===== config.mk =====
export PLATFORM = sky130hd
export DESIGN_NAME = uart_buf_rd_sched
export DESIGN_NICKNAME = d
export VERILOG_FILES = /design/src/rtl/uart_buf_rd_sched.sv
export SDC_FILE = /design/constraint.sdc
export NUM_CORES = 1
export LEC_CHECK = 0
export CAP_MARGIN = 5
export CORE_UTILIZATION = 50
export CTS_CLUSTER_SIZE = 25
export DETAILED_ROUTE_END_ITERATION = 7
export GPL_TIMING_DRIVEN = 1
export PLACE_DENSITY = 0.86
export SLEW_MARGIN = 20
export SYNTH_ARGS = -nofsm -noshare
export SYNTH_HDL_FRONTEND = slang
export SYNTH_SLANG_ARGS = --single-unit

===== constraint.sdc =====
create_clock -name clk -period 2.7 [get_ports clk]
set_input_delay 0.54 -clock clk [delete_from_list [all_inputs] [get_ports clk]]
set_output_delay 0.54 -clock clk [all_outputs]
set_load 0.02 [all_outputs]

===== src/rtl/uart_buf_rd_sched.sv =====
// Round-robin read scheduler for the per-channel UART receive buffers.
// Grants one pending channel at a time and issues a burst of BYTES sequential reads to it.
module uart_buf_rd_sched #(
  parameter int NCH   = 5,
  parameter int AW    = 5,
  parameter int BYTES = 24,
  parameter int GAP   = 2
) (
  input  logic           clk,
  input  logic           rst,
  input  logic [NCH-1:0] iDone,
  input  logic           iHold,
  input  logic           iClrOvf,
  output logic [NCH-1:0] oRdEn,
  output logic [AW-1:0]  oRdAdr,
  output logic [2:0]     oChan,
  output logic           oFirst,
  output logic           oLast,
  output logic           oBusy,
  output logic [NCH-1:0] oPend,
  output logic [NCH-1:0] oOvf
);

  typedef enum logic [1:0] {IDLE, SEL, READ, GAPW} state_t;

  localparam logic [AW-1:0] LAST_ADR = AW'(BYTES - 1);
  localparam logic [3:0]    GAP_LAST = (GAP > 0) ? 4'(GAP - 1) : 4'd0;

  state_t          state;
  logic [2:0]      rr;
  logic [AW-1:0]   cnt;
  logic [3:0]      gcnt;
  logic [2:0]      win;
  logic [2:0]      win_hi;
  logic [2:0]      win_lo;
  logic            found_hi;
  logic [NCH-1:0]  gnt;

  // Winner is the lowest pending index at or above rr; if none, the lowest pending index overall.
  // NOTE: every variable assigned in always_comb gets a default up front, so no path can infer a latch.
  always_comb begin
    win_hi   = '0;
    win_lo   = '0;
    found_hi = 1'b0;
    for (int i = NCH - 1; i >= 0; i--) begin
      if (oPend[i]) begin
        win_lo = 3'(i);
        if (i >= int'(rr)) begin
          win_hi   = 3'(i);
          found_hi = 1'b1;
        end
      end
    end
    win = found_hi ? win_hi : win_lo;
  end

  // Grant happens on the SEL->READ edge; the granted bit is cleared unless a new iDone sets it again.
  assign gnt = (state == SEL) ? (NCH'(1) << win) : '0;

  // NOTE: all state here is updated with non-blocking assignments so every flop samples pre-edge values.
  always_ff @(posedge clk or negedge rst) begin
    if (!rst) begin
      state  <= IDLE;
      rr     <= '0;
      cnt    <= '0;
      gcnt   <= '0;
      oRdEn  <= '0;
      oRdAdr <= '0;
      oChan  <= '0;
      oFirst <= 1'b0;
      oLast  <= 1'b0;
      oBusy  <= 1'b0;
      oPend  <= '0;
      oOvf   <= '0;
    end else begin
      oPend <= (oPend & ~gnt) | iDone;
      oOvf  <= (iClrOvf ? '0 : oOvf) | (iDone & oPend & ~gnt);

      case (state)
        IDLE: begin
          if (|oPend) begin
            state <= SEL;
            oBusy <= 1'b1;
          end
        end

        SEL: begin
          oChan <= win;
          rr    <= (win == 3'(NCH - 1)) ? 3'd0 : win + 3'd1;
          state <= READ;
          if (!iHold) begin
            oRdEn  <= NCH'(1) << win;
            oRdAdr <= '0;
            oFirst <= 1'b1;
            cnt    <= AW'(1);
          end else begin
            cnt    <= '0;
          end
        end

        READ: begin
          if (oLast) begin
            oRdEn  <= '0;
            oRdAdr <= '0;
            oFirst <= 1'b0;
            oLast  <= 1'b0;
            gcnt   <= '0;
            if (GAP > 0) begin
              state <= GAPW;
            end else begin
              state <= (|oPend) ? SEL : IDLE;
              oBusy <= |oPend;
            end
          end else if (!iHold) begin
            oRdEn  <= NCH'(1) << oChan;
            oRdAdr <= cnt;
            oFirst <= (cnt == '0);
            oLast  <= (cnt == LAST_ADR);
            cnt    <= (cnt == LAST_ADR) ? '0 : cnt + AW'(1);
          end else begin
            // Stalled: show the next address to be issued with the enable dropped.
            oRdEn  <= '0;
            oRdAdr <= cnt;
            oFirst <= 1'b0;
            oLast  <= 1'b0;
          end
        end

        GAPW: begin
          if (gcnt == GAP_LAST) begin
            state <= (|oPend) ? SEL : IDLE;
            oBusy <= |oPend;
          end else begin
            gcnt <= gcnt + 4'd1;
          end
        end

        default: state <= IDLE;
      endcase
    end
  end

endmodule


==> results of run 1 <==
==> per-stage QoR <==
step	util	instance area [um2]	setup WS [ns]	instances
global route	0.6356	2786	0.3658	320
global placement	0.6090	2670	0.5954	312
floorplan	-	2288	0.6468	231
CTS	0.6356	2786	0.5215	320
detailed placement	0.6090	2670	0.4994	312
finish	0.6356	2786	0.5324	320
==> metal layers <==
layer | part of all wire | up-vias | track usage
li1 | - | 918 | -
met2 | 0.51 | 47 | 0.3517
met1 | 0.43 | 918 | 0.2697
met3 | 0.038 | 10 | 0.04942
met5 | 0 | - | 0
met4 | 0.021 | 0 | 0.09333
==> placed cells by master, fill, tap and decap left out, drive strengths merged, types with 4 or more instances in the layout <==
cell type / synthesis / final
nand2b: 4 / 4
nor2: 12 / 12
nand3: 4 / 4
inv: 23 / 23
nand2: 26 / 26
o31ai: 7 / 7
ha: 13 / 13
dfrtp: 40 / 40
buf: 5 / 7
clkbuf: 6 / 5
o21ai: 10 / 10
o22a: 4 / 4
clkdlybuf4s50: 0 / 33
a31oi: 6 / 6
a21oi: 7 / 7
o22ai: 5 / 5
o21bai: 4 / 4
==> registers in the layout, summed over array words and instances (netlist names) <==
signal	cells
cnt	5
gcnt	4
oBusy	1
oChan	3
oFirst	1
oLast	1
oOvf	5
oPend	5
oRdAdr	5
oRdEn	5
rr	3
state	2
==> report_power, final <==
group          switching [uW]  internal, uW  total, uW  leakage [uW]
logic                     985           739       1720      0.000688
clock network             226           278        504     0.0000583
registers                 197           791        988      0.000483
==> worst paths after layout <==
| path | end | slack [ns] | cells after the start |
|---|---|---|---|
| worst max-delay path | oPend[3] | 0.53 | 8 |
| worst min-delay path | oRdAdr[0] | 0.35 | 1 |
| worst max register to register | oPend[3] | 0.53 | 8 |
| worst min register to register | oRdAdr[4] | 0.47 | 2 |
| max in group asynchronous | gcnt[0] | 1.80 | 1 |
| min in group clk | oRdAdr[4] | 0.47 | 2 |
==> cell type report <==
type | count | area, um2 | share of cell area
inverter | 23 | 86.33 | 0.03098
tap | 52 | 65.06 | 0.02335
clock inverter | 3 | 47.55 | 0.01706
sequential | 40 | 1001 | 0.3592
clock buffer | 5 | 68.82 | 0.02470
multi-input combinational | 157 | 1137 | 0.4082
timing repair buffer | 40 | 380.4 | 0.1365
==> cells by family after synthesis <==
kind of cell | Yosys count
adders and majority gates | 13
and+or+nand+nor | 65
DFF | 40
muxes | 5
buffers and inverters | 34
AOI/OAI and AO/OA | 74
==> qor.yml, run 1 <==
grt_pass1_wl_um: 8362
tightest_slew_ns: 0.8792
initial_core_util: 0.5220
cp_max_fo: 7
timing.fmax_ghz: 0.4613
overflow: 0
cts_tree: "built"
chipWidth_um: 69.65
clk_pin_slew_worst_paths_ns: 0.09
outcome: "complete, no violations"
cp_slowest_cell: "dfrtp_1"
grt_pass1_vias: 1890
synthToLayoutAreaGrowth_pct: 21.76
cp_cell_sequence: "nand2b_1, a221oi_1, a32oi_2, inv_1, ha_1, ha_1, a21oi_1, or2_2"
cts_root_buffer: "clkbuf_8"
drv_cap: 0
drt_wl_total_um: 4787
layout_min_cycle_time_ns: 2.168
synth_top_cell_by_area: "dfrtp_1"
critPathBufInv: 1
final_antenna_net_count: 0
htreeDepth: 2
worstSkewPairLatency_ns: 0.30
crit_family: "compound AO/OA/AOI/OAI gates"
synth_area_leaders: "dfrtp_1, ha_1, nand2_1"
drt-initial-drc-count: 134
ios: 35
yosys.area_share.simple: 0.1580
via_count: 1893
muxShareOfSynthArea: 0.02460
yosysTopAreaCellShare: 0.4374
rsz0062_at_grt: "no"
peakVddDrop_mv: 0.6485
synth_compound_area_frac: 0.2433
final_max_slew_viol_count: 0
yosysSeqAreaShare: 0.4374
grt_max_degree: 41
drc_errors: 0
port-buffer-count: 34
critPathLaunch: "oPend[2]"
hp-class: "in -> async"
startpoint_type: "flop"
antenna_found_initial: 0
pwr_density_cell_nw_per_um2: 1154
cts_buffers: 5
dp.final_hpwl_um: 3598
critPathMaxStageDelay_ns: 0.45
r2r-start: "oPend[2]"
yosys_warnings: 0
ctsHoldBuffers: 0
clk_path_buf_depth: 2
post-route-period-util: 0.8028
setup_viol: 0
yosys-top-cells-count: "dfrtp_1, nand2_1, inv_1, ha_1, nor2_1"
ys_types: 62
cp_common_cell: "ha_1"
dr.pass1.iters: 4
die-area_um2: 4851
synthCells: 231
path_class: "reg -> reg"
antenna_cells: 0
final.setup.tns_ns: 0
synth_nets: 253
wl_per_cell_um: 14.96
track_usage: 0.2138
avgViaCountPerCell: 5.916
post_cts_buffers: 0
drive_gt1_frac: 0.1194
end_kind: "flop"
synth_edf_count: 0
clock_sinks: 40
synthArstFlopShare: 1.000
worstPathArrival_ns: 2.35
leakagePower_uw: 0.001229
ys_seq_elements: 40
synth.most_common_cell: "dfrtp_1"
place.gp.congestion: 0.8921
core_um2: 4384
nNetsFinal: 289
synth_flop_cell: "dfrtp_1"
synth_top_family_by_area: "compound AO/OA/AOI/OAI gates"
syn_avg_cell_area_um2: 9.907
relSlewSlack: 0.4139
whs_ns: 0.3516
synth_area_um2: 2288
hold_violations: 0
num_rows: 24
skew_ns: 0.008113
die_h_um: 69.65
cts_resized: 0
fill_cells: 357
total_power_uw: 3215
synth-xor-area-share: 0
synthAdderAreaFrac: 0.07108
worst-endpoint-required_ns: 2.88
(Power assumes the default switching activity.)
==> run 2: changes to the inputs <==
==> constraint.sdc (replaced) <==
create_clock -name clk -period 2.2 [get_ports clk]
set_input_delay 0.44 -clock clk [delete_from_list [all_inputs] [get_ports clk]]
set_output_delay 0.44 -clock clk [all_outputs]
set_load 0.02 [all_outputs]
==> qor.yml, run 2 (synthesis gave the netlist of run 1 again) <==
clock_sinks: 40  # unchanged
worstPathArrival_ns: 2.31  # -0.04 ns
wl_per_cell_um: 14.86  # -0.63%
critPathMaxStageDelay_ns: 0.50  # +0.05 ns
grt_pass1_vias: 1831  # -3.1%
cp_max_fo: 4  # -3
ios: 35  # unchanged
path_class: "reg -> reg"
use_met2: 0.3603  # +0.008630
die-area_um2: 4851  # unchanged
final_antenna_net_count: 0  # unchanged
skew_ns: 0.005672  # -0.002440 ns
num_rows: 24  # unchanged
dr.pass1.iters: 4  # unchanged
worstSkewPairLatency_ns: 0.29  # about the same
path_depth: 7  # -1
hp-class: "in -> async"
hold_violations: 0  # unchanged
whs_ns: 0.1995  # -0.1521 ns
port-buffer-count: 34  # unchanged
use_met1: 0.2711  # +0.001384
setup_viol: 0  # unchanged
post-route-period-util: 0.9711  # +0.1683
die_h_um: 69.65  # unchanged
peakVddDrop_mv: 0.8608  # +33%
timing.fmax_ghz: 0.4681  # +1.5%
core_um2: 4384  # unchanged
dp.final_hpwl_um: 3593  # -0.14%
antenna_found_initial: 0  # unchanged
grt_pass1_wl_um: 8355  # about the same
final_cell_mix: "dfrtp_1, clkdlybuf4s50_1, nand2_1, inv_1, ha_1"
ctsHoldBuffers: 0  # unchanged
leakagePower_uw: 0.001248  # +1.5%
rr_worst_depth: 7  # -1
cts_root_buffer: "clkbuf_8"
met3_usage: 0.05233  # +0.002907
tightest_slew_ns: 0.5749  # -0.3043 ns
drt_wl_total_um: 4831  # +0.92%
cp_common_cell: "ha_1"
worst-endpoint-required_ns: 2.37  # -0.51 ns
design_area_um2: 2824  # +1.3%
startpoint_type: "flop"
antenna_cells: 0  # unchanged
drv_cap: 0  # unchanged
via_count: 1904  # +0.58%
crit_family: "compound AO/OA/AOI/OAI gates"
pwr_density_cell_nw_per_um2: 1419  # +23%
cts_buffers: 5  # unchanged
grt_busiest_layer: "met2"
dpl_cell_area_um2: 2708  # +1.4%
drive_gt1_frac: 0.1429  # +0.02345
cp_slowest_cell: "a2111oi_0"
grt_max_degree: 41  # unchanged
htreeDepth: 2  # unchanged
layout_min_cycle_time_ns: 2.136  # -0.03125 ns
track_usage: 0.2143  # +0.0004898
final.setup.tns_ns: 0  # unchanged
critPathBufInv: 0  # -1
initial_core_util: 0.5220  # unchanged
synthToLayoutAreaGrowth_pct: 23.40
outcome: "complete, no violations"
rrSetupSlack_ns: 0.06  # -0.47 ns
clk_pin_slew_worst_paths_ns: 0.08  # about the same
relSlewSlack: 0.6114  # +0.1975
clk_path_buf_depth: 2  # unchanged
chipWidth_um: 69.65  # unchanged
cp_cell_sequence: "o21ai_1, a2111oi_0, o21a_1, ha_1, ha_1, a21oi_2, or2_2"
cts_tree: "built"
avgViaCountPerCell: 5.858  # -0.97%
drt-initial-drc-count: 117  # -13%
overflow: 0  # unchanged
layout_commonest_cell: "dfrtp_1"
place.gp.congestion: 0.9367  # +5.0%
nNetsFinal: 294  # +1.7%
final_max_slew_viol_count: 0  # unchanged
drc_errors: 0  # unchanged
end_kind: "flop"
rsz0062_at_grt: "no"
## run 2: repair_timing
item,4_1_cts,5_1_grt
gates resized for setup,0,2
endpoints found under the setup margin,0,1
setup buffers,0,0
## run 2: where the power goes
part | switching [uW] | internal [uW] | leakage (uW)
clock network | 260 | 336 | 0.0000541
registers | 226 | 972 | 0.000482
logic | 1250 | 964 | 0.000711
## run 2: area by class of cell
class | count | area [um2]
Timing Repair Buffer | 45 | 417.9
Multi-Input combinational cell | 157 | 1141
Fill cell | 359 | 1560
Inverter | 23 | 86.33
Clock inverter | 3 | 42.54
Sequential cell | 40 | 1002
Tap cell | 52 | 65.06
Clock buffer | 5 | 68.82
## run 2: metal layers
metal	vias up	part of all wire	wire, um
li1	917	-	-
met4	0	0.013	63
met2	40	0.51	2440
met5	-	0	0
met1	938	0.45	2173
met3	9	0.032	154
## run 2: worst paths after layout
check | endpoint | start
setup / recovery | oPend[3] | rr[1]
hold / removal | oRdAdr[2] | rst
setup reg to reg | oPend[3] | rr[1]
hold reg to reg | oRdAdr[0] | oRdAdr[0]
max in group asynchronous | oPend[0] | rst
min in group clk | oRdAdr[0] | oRdAdr[0]
## run 2: metrics by stage
stage | power (uW) | setup WS [ns] | cells | utilization
2_1_floorplan | 2690 | 0.1468 | 231 | -
3_5_place_dp | 3399 | 0.08462 | 317 | 0.6176
4_1_cts | 4008 | 0.1067 | 325 | 0.6430
6_report | 4007 | 0.06365 | 325 | 0.6441
3_3_place_gp | 3328 | 0.1636 | 317 | 0.6176
5_1_grt | 4311 | 0.01610 | 325 | 0.6441
==> run 3: changes to the inputs <==
--- a/config.mk
+++ b/config.mk
@@ -11,7 +11,6 @@
 export DETAILED_ROUTE_END_ITERATION = 7
 export GPL_TIMING_DRIVEN = 1
 export PLACE_DENSITY = 0.86
-export SLEW_MARGIN = 20
 export SYNTH_ARGS = -nofsm -noshare
 export SYNTH_HDL_FRONTEND = slang
 export SYNTH_SLANG_ARGS = --single-unit
==> results of run 3 <==
The final DEF is identical to that of run 2; final timing and power are the same.
